$ cat config.mk
export PLATFORM = sky130hd
export DESIGN_NAME = boot_loader
export DESIGN_NICKNAME = d
export VERILOG_FILES = /design/src/rtl/boot_loader.sv
export SDC_FILE = /design/constraint.sdc
export NUM_CORES = 1
export LEC_CHECK = 0
export BUFFER_PORTS_ARGS = -buffer_cell sky130_fd_sc_hd__buf_4
export CORE_UTILIZATION = 45
export CTS_CLUSTER_SIZE = 16
export DETAILED_ROUTE_END_ITERATION = 8
export GPL_TIMING_DRIVEN = 0
export PLACE_DENSITY_LB_ADDON = 0.2
export RECOVER_POWER = 50
export SYNTH_ARGS = -nofsm -noshare
export SYNTH_HDL_FRONTEND = slang
export SYNTH_SLANG_ARGS = --single-unit
$ cat constraint.sdc
create_clock -name clk -period 6.2 [get_ports clk]
set_clock_uncertainty 0.15 [all_clocks]
set_input_delay 0.31 -clock clk [delete_from_list [all_inputs] [get_ports clk]]
set_output_delay 0.31 -clock clk [all_outputs]
set_load 0.01 [all_outputs]
$ cat src/rtl/boot_loader.sv
// boot_loader: byte-stream program loader that owns the RAM bus after reset.
// It receives a framed image (ADDR_LO, ADDR_HI, LEN_LO, LEN_HI, payload) over
// a valid/ready byte interface, writes the payload into RAM, then hands the
// bus to the 6502 core and releases it.
//
// Optional feature macro: BOOT_LOADER_CHECKSUM_EN
//   When defined, a trailing CHECKSUM byte (8-bit payload sum mod 256) is
//   consumed after the payload. A mismatch ends in the error state.
//
// Ports:
//   clk       system clock
//   rst_n     synchronous active-low reset
//   in_valid  in_data holds a byte
//   in_data   stream byte
//   in_ready  loader accepts a byte this cycle
//   RW        RAM read/write (1 = read, 0 = write)
//   AD        RAM address
//   D_out     RAM write data
//   bus_own   loader drives the RAM bus (core selected when 0)
//   cpu_run   core released
//   done      load completed successfully
//   error     load aborted
module boot_loader #(
  parameter int RAM_SIZE = 1024
) (
  input  logic        clk,
  input  logic        rst_n,
  input  logic        in_valid,
  input  logic [7:0]  in_data,
  output logic        in_ready,
  output logic        RW,
  output logic [15:0] AD,
  output logic [7:0]  D_out,
  output logic        bus_own,
  output logic        cpu_run,
  output logic        done,
  output logic        error
);

  typedef enum logic [3:0] {
    IDLE   = 4'd0,
    A_LO   = 4'd1,
    A_HI   = 4'd2,
    L_LO   = 4'd3,
    L_HI   = 4'd4,
    DATA   = 4'd5,
    WRITE  = 4'd6,
    FINISH = 4'd7,
    DONE   = 4'd8,
    ERROR  = 4'd9
  } state_t;

  localparam logic [16:0] RAM_LIMIT = 17'(RAM_SIZE);

`ifdef BOOT_LOADER_CHECKSUM_EN
  // Running checksum update: plain 8-bit wrap-around addition.
  function automatic logic [7:0] sum_add(input logic [7:0] acc, input logic [7:0] b);
    return acc + b;
  endfunction
`endif

  state_t      state_r, state_s;
  logic [15:0] addr_r, addr_s;
  logic [15:0] len_r, len_s;
`ifdef BOOT_LOADER_CHECKSUM_EN
  logic [7:0]  sum_r, sum_s;
`endif
  logic        in_ready_s, rw_s, bus_own_s, cpu_run_s, done_s, error_s;
  logic [15:0] ad_s;
  logic [7:0]  d_out_s;
  logic        xfer_s;
  logic [15:0] len_new_s;
  logic [16:0] end_addr_s;
  logic        range_bad_s;

  assign xfer_s = in_valid & in_ready;

  // The range check uses the LEN_HI byte arriving this cycle, so the frame can
  // go straight to DATA/FINISH/ERROR without an extra check state.
  assign len_new_s   = {in_data, len_r[7:0]};
  assign end_addr_s  = {1'b0, addr_r} + {1'b0, len_new_s};
  assign range_bad_s = ({1'b0, addr_r} >= RAM_LIMIT) || (end_addr_s > RAM_LIMIT);

  // Next-state, datapath and next-output decode.
  always_comb begin
    state_s = state_r;
    addr_s  = addr_r;
    len_s   = len_r;
`ifdef BOOT_LOADER_CHECKSUM_EN
    sum_s   = sum_r;
`endif
    case (state_r)
      IDLE: state_s = A_LO;
      A_LO: begin
        if (xfer_s) begin
          addr_s  = {addr_r[15:8], in_data};
          state_s = A_HI;
        end else begin
          state_s = A_LO;
        end
      end
      A_HI: begin
        if (xfer_s) begin
          addr_s  = {in_data, addr_r[7:0]};
          state_s = L_LO;
        end else begin
          state_s = A_HI;
        end
      end
      L_LO: begin
        if (xfer_s) begin
          len_s   = {len_r[15:8], in_data};
          state_s = L_HI;
        end else begin
          state_s = L_LO;
        end
      end
      L_HI: begin
        if (xfer_s) begin
          len_s = len_new_s;
          if (range_bad_s) begin
            state_s = ERROR;
          end else if (len_new_s == 16'd0) begin
            state_s = FINISH;
          end else begin
            state_s = DATA;
          end
        end else begin
          state_s = L_HI;
        end
      end
      DATA: begin
        if (xfer_s) begin
`ifdef BOOT_LOADER_CHECKSUM_EN
          sum_s   = sum_add(sum_r, in_data);
`endif
          state_s = WRITE;
        end else begin
          state_s = DATA;
        end
      end
      WRITE: begin
        addr_s = addr_r + 16'd1;
        len_s  = len_r - 16'd1;
        if (len_r == 16'd1) begin
          state_s = FINISH;
        end else begin
          state_s = DATA;
        end
      end
      FINISH: begin
`ifdef BOOT_LOADER_CHECKSUM_EN
        if (xfer_s) begin
          if (in_data == sum_r) begin
            state_s = DONE;
          end else begin
            state_s = ERROR;
          end
        end else begin
          state_s = FINISH;
        end
`else
        state_s = DONE;
`endif
      end
      DONE:    state_s = DONE;
      ERROR:   state_s = ERROR;
      default: state_s = ERROR;
    endcase

    // Outputs are decoded from the state being entered, so the registered
    // copies always describe the state the register holds.
    in_ready_s = 1'b0;
    rw_s       = 1'b1;
    ad_s       = AD;
    d_out_s    = D_out;
    bus_own_s  = 1'b1;
    cpu_run_s  = 1'b0;
    done_s     = 1'b0;
    error_s    = 1'b0;
    case (state_s)
      IDLE, A_LO, A_HI, L_LO, L_HI, DATA: in_ready_s = 1'b1;
      WRITE: begin
        // WRITE is only entered from DATA on a transfer: in_data is the byte.
        rw_s    = 1'b0;
        ad_s    = addr_r;
        d_out_s = in_data;
      end
      FINISH: begin
`ifdef BOOT_LOADER_CHECKSUM_EN
        in_ready_s = 1'b1;
`else
        in_ready_s = 1'b0;
`endif
      end
      DONE: begin
        bus_own_s = 1'b0;
        cpu_run_s = 1'b1;
        done_s    = 1'b1;
      end
      ERROR:   error_s    = 1'b1;
      default: in_ready_s = 1'b0;
    endcase
  end

  // State, datapath and output registers with synchronous reset.
  always_ff @(posedge clk) begin
    if (!rst_n) begin
      state_r  <= IDLE;
      addr_r   <= 16'd0;
      len_r    <= 16'd0;
`ifdef BOOT_LOADER_CHECKSUM_EN
      sum_r    <= 8'd0;
`endif
      in_ready <= 1'b0;
      RW       <= 1'b1;
      AD       <= 16'd0;
      D_out    <= 8'd0;
      bus_own  <= 1'b1;
      cpu_run  <= 1'b0;
      done     <= 1'b0;
      error    <= 1'b0;
    end else begin
      state_r  <= state_s;
      addr_r   <= addr_s;
      len_r    <= len_s;
`ifdef BOOT_LOADER_CHECKSUM_EN
      sum_r    <= sum_s;
`endif
      in_ready <= in_ready_s;
      RW       <= rw_s;
      AD       <= ad_s;
      D_out    <= d_out_s;
      bus_own  <= bus_own_s;
      cpu_run  <= cpu_run_s;
      done     <= done_s;
      error    <= error_s;
    end
  end

endmodule

# == Word level (Yosys, flattened, before mapping) ==
# Cells that the tools add are included.
# classes
reduce_logical,14
n_eq_ne,21
muxes,18
magnitude_cmp,2
bitwise,5
add_sub_neg,3
# ops
operator,count
$pmux W16 S3,2
$pmux W4 S8,1
$eq A4 B3 Y1 const B,7
$add A16 B16 Y17,1
$gt A17 B11 Y1 const B,1
$add A16 B1 Y16 const B,1
$eq A16 B1 Y1 const B,1
$eq A4 B2 Y1 const B,4
$ge A16 B11 Y1 const B,1
$logic_not A16 Y1,1
$mux W16,1
$sub A16 B1 Y16 const B,1
$eq A4 B4 Y1 const B,3
$reduce_and A3 Y1,4
$eq A4 B1 Y1 const B,2
$logic_not A4 Y1,2
$mux W2,4
$mux W4,2
$mux W8,1
$ne A2 B2 Y1 const B,4
$reduce_bool A2 Y1,4
$mux W1,6
$reduce_or A6 Y1,1
$not A1 Y1,4
4 further kinds,4
# word_totals
wordCells,75
out_inout_bits,30
ff_bits,65

# == Logic depth before layout (Yosys ltp) ==
# Gate-level depths: netlist of run 1.
# depth
ltp_word,9
ltp_mapped,10
ltp_nobuf,10

# == Worst setup path before layout of run 1 ==
# Ideal clock, no wire load.
# synth_path
path_kind,register to register
start,register addr_r[0]
end,register RW
path_stages_with_launch,11
setup_time_ns,0.134
synth_period_minus_slack_ns,3.616
slack_ns,2.584
arrival_ns,3.332
path_buffers,0
path_cell_list,dfxtp_1 > ha_1 > fa_1 > a21o_2 > a221oi_2 > nand3b_1 > a2111o_1 > a2111oi_2 > o221ai_2 > o31a_1 > or4b_1
# synth_via
elab_chain_len,8
word_cells_on_any_way,9
cone_classes,add/sub: 1; order compare: 2; eq/ne: 1; mux: 4; reduce/logical: 1
# synth_lines
element,line,rtl
"start, declared",63,"logic [15:0] addr_r, addr_s;"
"start signal, assigned",225,addr_r <= addr_s;
$add A16 B16 Y17,81,"assign end_addr_s = {1'b0, addr_r} + {1'b0, len_new_s};"
$gt A17 B11 Y1,82,"assign range_bad_s = ({1'b0, addr_r} >= RAM_LIMIT) || (end_addr_s > RAM_LIMIT);"
$logic_or A1 B1 Y1 (*),82,
$mux W4 (*),121,if (range_bad_s) begin
$mux W4 (*),119,if (xfer_s) begin
$pmux W4 S8 (*),92,case (state_r)
$eq A4 B3 Y1 (*),181,case (state_s)
$mux W1 (*),181,
"end signal, assigned",231,RW <= rw_s;
"end, declared",31,"output logic RW,"
# Mark *: on every way between the ends. The rest lies on a longest branch, timed or not.
# A chain may end at the register's enable or synchronous reset.

# == Final worst setup path of run 1 ==
# Same ends and word-level chain as after synthesis.

==> results of run 1 <==
[path summary, 6_finish.rpt]
kind	startpoint	end	slack (ns)	depth (start not counted)
max reg2reg	addr_r[0]$_SDFFE_PN0P_	RW$_SDFF_PN1_	2.11	10
max	addr_r[0]$_SDFFE_PN0P_	RW$_SDFF_PN1_	2.11	10
min	rst_n	in_ready$_SDFF_PN0_	0.11	2
min reg2reg	AD[11]$_SDFFE_PN0N_	AD[11]$_SDFFE_PN0N_	0.30	2
[final cells by class]
type / instances / area (µm²) / area share
multi-input combinational: 437 / 2556 / 0.5681
sequential: 65 / 1301 / 0.2892
timing repair buffer: 40 / 187.7 / 0.04171
clock buffer: 11 / 141.4 / 0.03142
tap: 108 / 135.1 / 0.03003
buffer: 26 / 101.3 / 0.02252
inverter: 12 / 45.04 / 0.01001
clock inverter: 5 / 31.28 / 0.006952
[cell families (layout without fill, tap and decap cells)]
group | Yosys count | in the layout | share of synthesized area
compound gates | 186 | 186 | 0.2966
xor+xnor | 8 | 8 | 0.01750
fa+ha+maj | 21 | 21 | 0.06750
buf+inv | 38 | 94 | 0.03656
flops | 65 | 65 | 0.3250
mux | 2 | 2 | 0.005312
simple gates | 220 | 220 | 0.2516
[state kept, by name, indices dropped and copies added (netlist names)]
| name | cells |
|---|---|
| D_out | 8 |
| RW | 1 |
| error | 1 |
| addr_r | 16 |
| in_ready | 1 |
| done | 1 |
| len_r | 16 |
| bus_own | 1 |
| AD | 16 |
| state_r | 4 |
[synthesized netlist by cell type (7+ instances only)]
cell	instances
sky130_fd_sc_hd__a21oi_1	80
sky130_fd_sc_hd__a21o_1	7
sky130_fd_sc_hd__o21ai_0	33
sky130_fd_sc_hd__nor3_1	17
sky130_fd_sc_hd__ha_1	20
sky130_fd_sc_hd__dfxtp_1	65
sky130_fd_sc_hd__a22oi_1	10
sky130_fd_sc_hd__or2_2	7
sky130_fd_sc_hd__clkbuf_1	25
sky130_fd_sc_hd__inv_1	12
sky130_fd_sc_hd__nor4_1	11
sky130_fd_sc_hd__nor2_1	68
sky130_fd_sc_hd__nand2_1	76
[metal layers]
metal  wire length, µm  share of wire
met1              5288           0.44
met3               763          0.063
met5                 0              0
met4               486          0.040
met2              5590           0.46
[metrics by stage]
step | instance area [µm²] | util | total power [W] | hold slack, ns | worst slack, ns
floorplan | 4004 | - | 0.0004919 | 0.2886 | 2.584
global placement | 4439 | 0.5115 | 0.0005237 | 0.2934 | 2.181
detailed placement | 4439 | 0.5115 | 0.0005260 | 0.2966 | 2.156
CTS | 4612 | 0.5314 | 0.0008414 | 0.1030 | 2.128
global route | 4499 | 0.5185 | 0.0008729 | 0.09310 | 1.984
finish | 4499 | 0.5185 | 0.0008389 | 0.1080 | 2.105
[power groups by stage]
stage	registers (W)	clock network (W)	logic, W
2_1_floorplan	0.000436	0	0.0000560
3_3_place_gp	0.000438	0	0.0000857
3_5_place_dp	0.000438	0	0.0000878
4_1_cts	0.000429	0.000325	0.0000881
5_1_grt	0.000429	0.000347	0.0000964
6_report	0.000429	0.000321	0.0000893
==> impl_metrics.ini, run 1 <==
[detailed_routing]
routed_via_density = 6.050
detail-route-antenna-nets = 0
routed_via_count = 4259
avgRoutedWirePerCell_um = 17.23
drt-total-wl_mm = 12.13
first_pass_iters = 5
drt_first_iter_violations = 336
detail_route.drc_violations = 0

[floorplan]
floorplan.die.height_um = 96.33
ios = 41
floorplan.die.width_um = 96.33
initial_utilization = 0.4614
fp.dieArea_um2 = 9279
design.core.area_um2 = 8678
rows = 34

[power]
vdd_ir_drop_max_mv = 0.1064
pwr_density_cell_nw_per_um2 = 186.5
power.net_switching_w = 0.0002319
p_comb_frac = 0.106
power.static_leakage_nw = 1.686
sequential_cell_fraction_of_total_power = 0.511
switching_share = 0.2764
clkPwrFrac = 0.383
internal-power_w = 0.0006070

[synthesis]
post_synth.cell_area_avg_um2 = 7.415
yosys_warnings = 0
yosys_most_used_dff = sky130_fd_sc_hd__dfxtp_1
netlist.top_cell.by_area = sky130_fd_sc_hd__dfxtp_1
postSynthRegisterBits = 65
synth_top_area_share = 0.3250
mappedNetlistNets = 572
asyncSetResetFlopFracSynth = 0
synth.distinct_cells = 63
synth-edff-count = 0
synth_seq_area_share = 0.3250
post_synth_instance_area_um2 = 4004
post_synth_inst_count = 540
synth_top_cells_by_area = sky130_fd_sc_hd__dfxtp_1 33%, sky130_fd_sc_hd__a21oi_1 10%, sky130_fd_sc_hd__nand2_1 7.1%, sky130_fd_sc_hd__nor2_1 6.4%, sky130_fd_sc_hd__ha_1 6.3%

[worst_setup_path]
arrival_ns = 4.18
worst-setup-path-type = reg -> reg
worst_setup_path_start_kind = register
crit_family = compound AO/OA/AOI/OAI gates
critical_path.endpoint_type = register
worst-path-buf-inv = 0
slowest_stage = sky130_fd_sc_hd__or4b_1
critical_path.cell_chain = ha_1 > fa_1 > a21o_2 > a221oi_2 > nand3b_1 > a2111o_1 > a2111oi_2 > o221ai_2 > o31a_1 > or4b_1
timing.critical_path.fanout_max = 6
worst_stage_delay_on_the_critical_path_ns = 0.51
crit_required_ns = 6.28

[global_routing]
grt_max_degree = 12
first_global_vias = 3777
antenna_found_initial = 0
grt_usage = 0.2637
gr-usage-met3 = 0.06319
global_route_wire_length_before_repair_mm = 18.38
global_route.peak_usage_layer = met2
globalRouteOverflowTotal = 0
grt_util_met1 = 0.3235
gr-usage-met2 = 0.4344

[timing]
finalSetupViolCount = 0
fmaxAchievable_mhz = 244.2
finalMaxSlewViolations = 0
hold_viol = 0
min_period_ns = 4.095
tightestPinTransition_ns = 0.9496
rsz_0062_raised_after_global_routing = false
totalNegativeSetupSlack_ns = 0
max_slew_margin = 0.3611
period_share = 0.6605

[layout]
final_layout_size_suffix_gt1_frac = 0.07215
antenna_cells = 0
layout.cells.most_common_list = 80 x sky130_fd_sc_hd__a21oi_1, 76 x sky130_fd_sc_hd__nand2_1, 68 x sky130_fd_sc_hd__nor2_1
area.growth.synth_to_final_pct = 12.38
fillCellCount = 886
post_layout_nonfiller_instances = 704
most_common_library_cell_in_the_layout_ignoring_fill_and_taps = sky130_fd_sc_hd__a21oi_1
finalNetCount = 623

[clocking]
clock_sinks = 65
post-cts-setup-buffer-count = 0
ctsLongestPathBuffers = 2
worst_skew_pair.late_latency_ns = 0.35
clock_tree_from_tritoncts = built
cts_hold_buf = 0
cts-htree-levels = 3
clkSlewWorstSetupHoldPaths_ns = 0.08
numCtsBuffers = 9
clock-root-buffer = sky130_fd_sc_hd__clkbuf_8
postCtsResizedCells = 0

[run]
max-cap-violations = 0

[status]
run_status = finished clean

[place]
dp.final_hpwl_mm = 8.778
dp.cells = 688
gp_congestion = 0.9258
io_buffers = 40

[worst_hold_path]
worstHoldPathType = in -> reg
(Power assumes the default switching activity.)
==> inputs of run 2 (changes only) <==
Clock period 6.2 ns to 3.7 ns, I/O delays scaled along.
==> impl_metrics.ini, run 2 (same netlist as run 1, synthesis figures left out) <==
[layout]
layout_top_registers = AD: 16 flops, addr_r: 16 flops, len_r: 16 flops
most_common_library_cell_in_the_layout_ignoring_fill_and_taps = sky130_fd_sc_hd__a21oi_1
antenna_cells = 0
final_layout_size_suffix_gt1_frac = 0.1133
area.growth.synth_to_final_pct = 18.66
layout.cells.most_common_list = 79 x sky130_fd_sc_hd__a21oi_1, 76 x sky130_fd_sc_hd__nand2_1, 68 x sky130_fd_sc_hd__nor2_1
finalNetCount = 636

[clocking]
clkSlewWorstSetupHoldPaths_ns = 0.07
clock_tree_from_tritoncts = built
numCtsBuffers = 9
clock-root-buffer = sky130_fd_sc_hd__clkbuf_8
clock_sinks = 65
ctsLongestPathBuffers = 2
worst_skew_pair.late_latency_ns = 0.35
cts-htree-levels = 3

[worst_setup_path]
critical_path.endpoint_type = register
crit_required_ns = 3.78
worst_setup_path_start_kind = register
arrival_ns = 3.77
timing.critical_path.fanout_max = 7
worst-setup-path-type = reg -> reg

[power]
pwr_density_cell_nw_per_um2 = 297.6
finalPower_w = 0.001414
power.static_leakage_nw = 1.771
vdd_ir_drop_max_mv = 0.1827

[place]
gp_congestion = 0.9258
dp.final_hpwl_mm = 8.778
io_buffers = 40

[timing]
hold_viol = 0
rsz_0062_raised_after_global_routing = true
finalMaxSlewViolations = 0
totalNegativeSetupSlack_ns = 0
period_share = 0.9980
fmaxAchievable_mhz = 270.8
tightestPinTransition_ns = 0.9590
max_slew_margin = 0.3547
finalSetupViolCount = 0
min_period_ns = 3.693

[detailed_routing]
routed_via_count = 4286
drt_first_iter_violations = 305
avgRoutedWirePerCell_um = 17.41
detail-route-antenna-nets = 0
routed_via_density = 5.978
detail_route.drc_violations = 0
drt-total-wl_mm = 12.48
first_pass_iters = 5

[global_routing]
antenna_found_initial = 0
globalRouteOverflowTotal = 0
global_route_wire_length_before_repair_mm = 18.65
grt_usage = 0.2672
grt_max_degree = 12
first_global_vias = 3834

[floorplan]
design.core.area_um2 = 8678
floorplan.die.height_um = 96.33
fp.dieArea_um2 = 9279
ios = 41
rows = 34
initial_utilization = 0.4614
floorplan.die.width_um = 96.33

[worst_hold_path]
worstHoldPathType = in -> reg

[run]
max-cap-violations = 0

[status]
run_status = finished clean
[run 2: cell types whose count changed in the layout (fill, tap and decap cells not counted), moves of 2 or more]
cell / previous run / this run
sky130_fd_sc_hd__buf_4: 11 / 22
sky130_fd_sc_hd__dfxtp_4: 0 / 4
sky130_fd_sc_hd__ha_4: 0 / 2
sky130_fd_sc_hd__dfxtp_1: 65 / 59
sky130_fd_sc_hd__dlygate4sd3_1: 0 / 2
sky130_fd_sc_hd__ha_1: 20 / 17
sky130_fd_sc_hd__dfxtp_2: 0 / 2
[run 2: worst paths after layout]
path / cells past startpoint / start / slack (ns) / to
setup / recovery: 9 / addr_r[1]$_SDFFE_PN0P_ / 0.007 / RW$_SDFF_PN1_
hold / removal: 3 / in_data[0] / 0.01 / D_out[0]$_SDFFE_PN0N_
setup reg to reg: 9 / addr_r[1]$_SDFFE_PN0P_ / 0.007 / RW$_SDFF_PN1_
hold reg to reg: 2 / AD[11]$_SDFFE_PN0N_ / 0.30 / AD[11]$_SDFFE_PN0N_
[run 2: per-layer routing]
layer | track usage | wire length (µm) | vias up
met5 | 0 | 0 | -
met4 | 0.1213 | 492 | 0
met3 | 0.06319 | 763 | 49
met2 | 0.4444 | 5894 | 160
met1 | 0.3255 | 5333 | 1991
li1 | - | - | 2086
[run 2: what timing repair did]
| action | in CTS | in global routing |
|---|---|---|
| endpoints found under the hold margin | 5 | 0 |
| setup buffers | 1 | 10 |
| hold buffers | 2 | 0 |
| pin swaps | 4 | 15 |
| endpoints found under the setup margin | 6 | 6 |
| gates resized for setup | 6 | 23 |
[run 2: report_power, final]
group / leakage [nW] / switching (W) / internal, W
clock network: 0.0891 / 0.000274 / 0.000259
logic: 1.15 / 0.000104 / 0.0000595
registers: 0.529 / 0.0000118 / 0.000705
total: 1.77 / 0.000390 / 0.00102
[run 2: stage by stage]
step                      worst slack [ns]  utilization  hold slack (ns)  instances  cell area, µm²
after floorplan                    0.08377            -           0.1636        540            4004
after global placement             -0.3190       0.5115           0.2934        688            4439
after detailed placement           -0.3438       0.5115           0.2966        688            4439
after CTS                         0.006849       0.5392        0.0007229        707            4679
after global routing              -0.06699       0.5474         0.005959        717            4751
final                             0.007337       0.5474          0.01418        717            4751
[run 2: worst max-delay path, cell delays in order (launching register included)]
cell                       delay (ns)
sky130_fd_sc_hd__dfxtp_4         0.41
sky130_fd_sc_hd__ha_4            0.21
sky130_fd_sc_hd__a211o_1         0.34
sky130_fd_sc_hd__a311oi_4        0.44
sky130_fd_sc_hd__nor4b_4         0.09
sky130_fd_sc_hd__or4_4           0.55
sky130_fd_sc_hd__a211oi_4        0.32
sky130_fd_sc_hd__o221ai_4        0.19
sky130_fd_sc_hd__o31a_1          0.35
sky130_fd_sc_hd__or4b_1          0.52
[run 2: layout make-up]
cell class / instances / area (µm²)
fill: 861 / 3928
multi-input combinational: 437 / 2688
sequential: 65 / 1319
timing repair buffer: 53 / 290.3
clock buffer: 11 / 141.4
tap: 108 / 135.1
buffer: 26 / 101.3
inverter: 12 / 45.04
clock inverter: 5 / 31.28
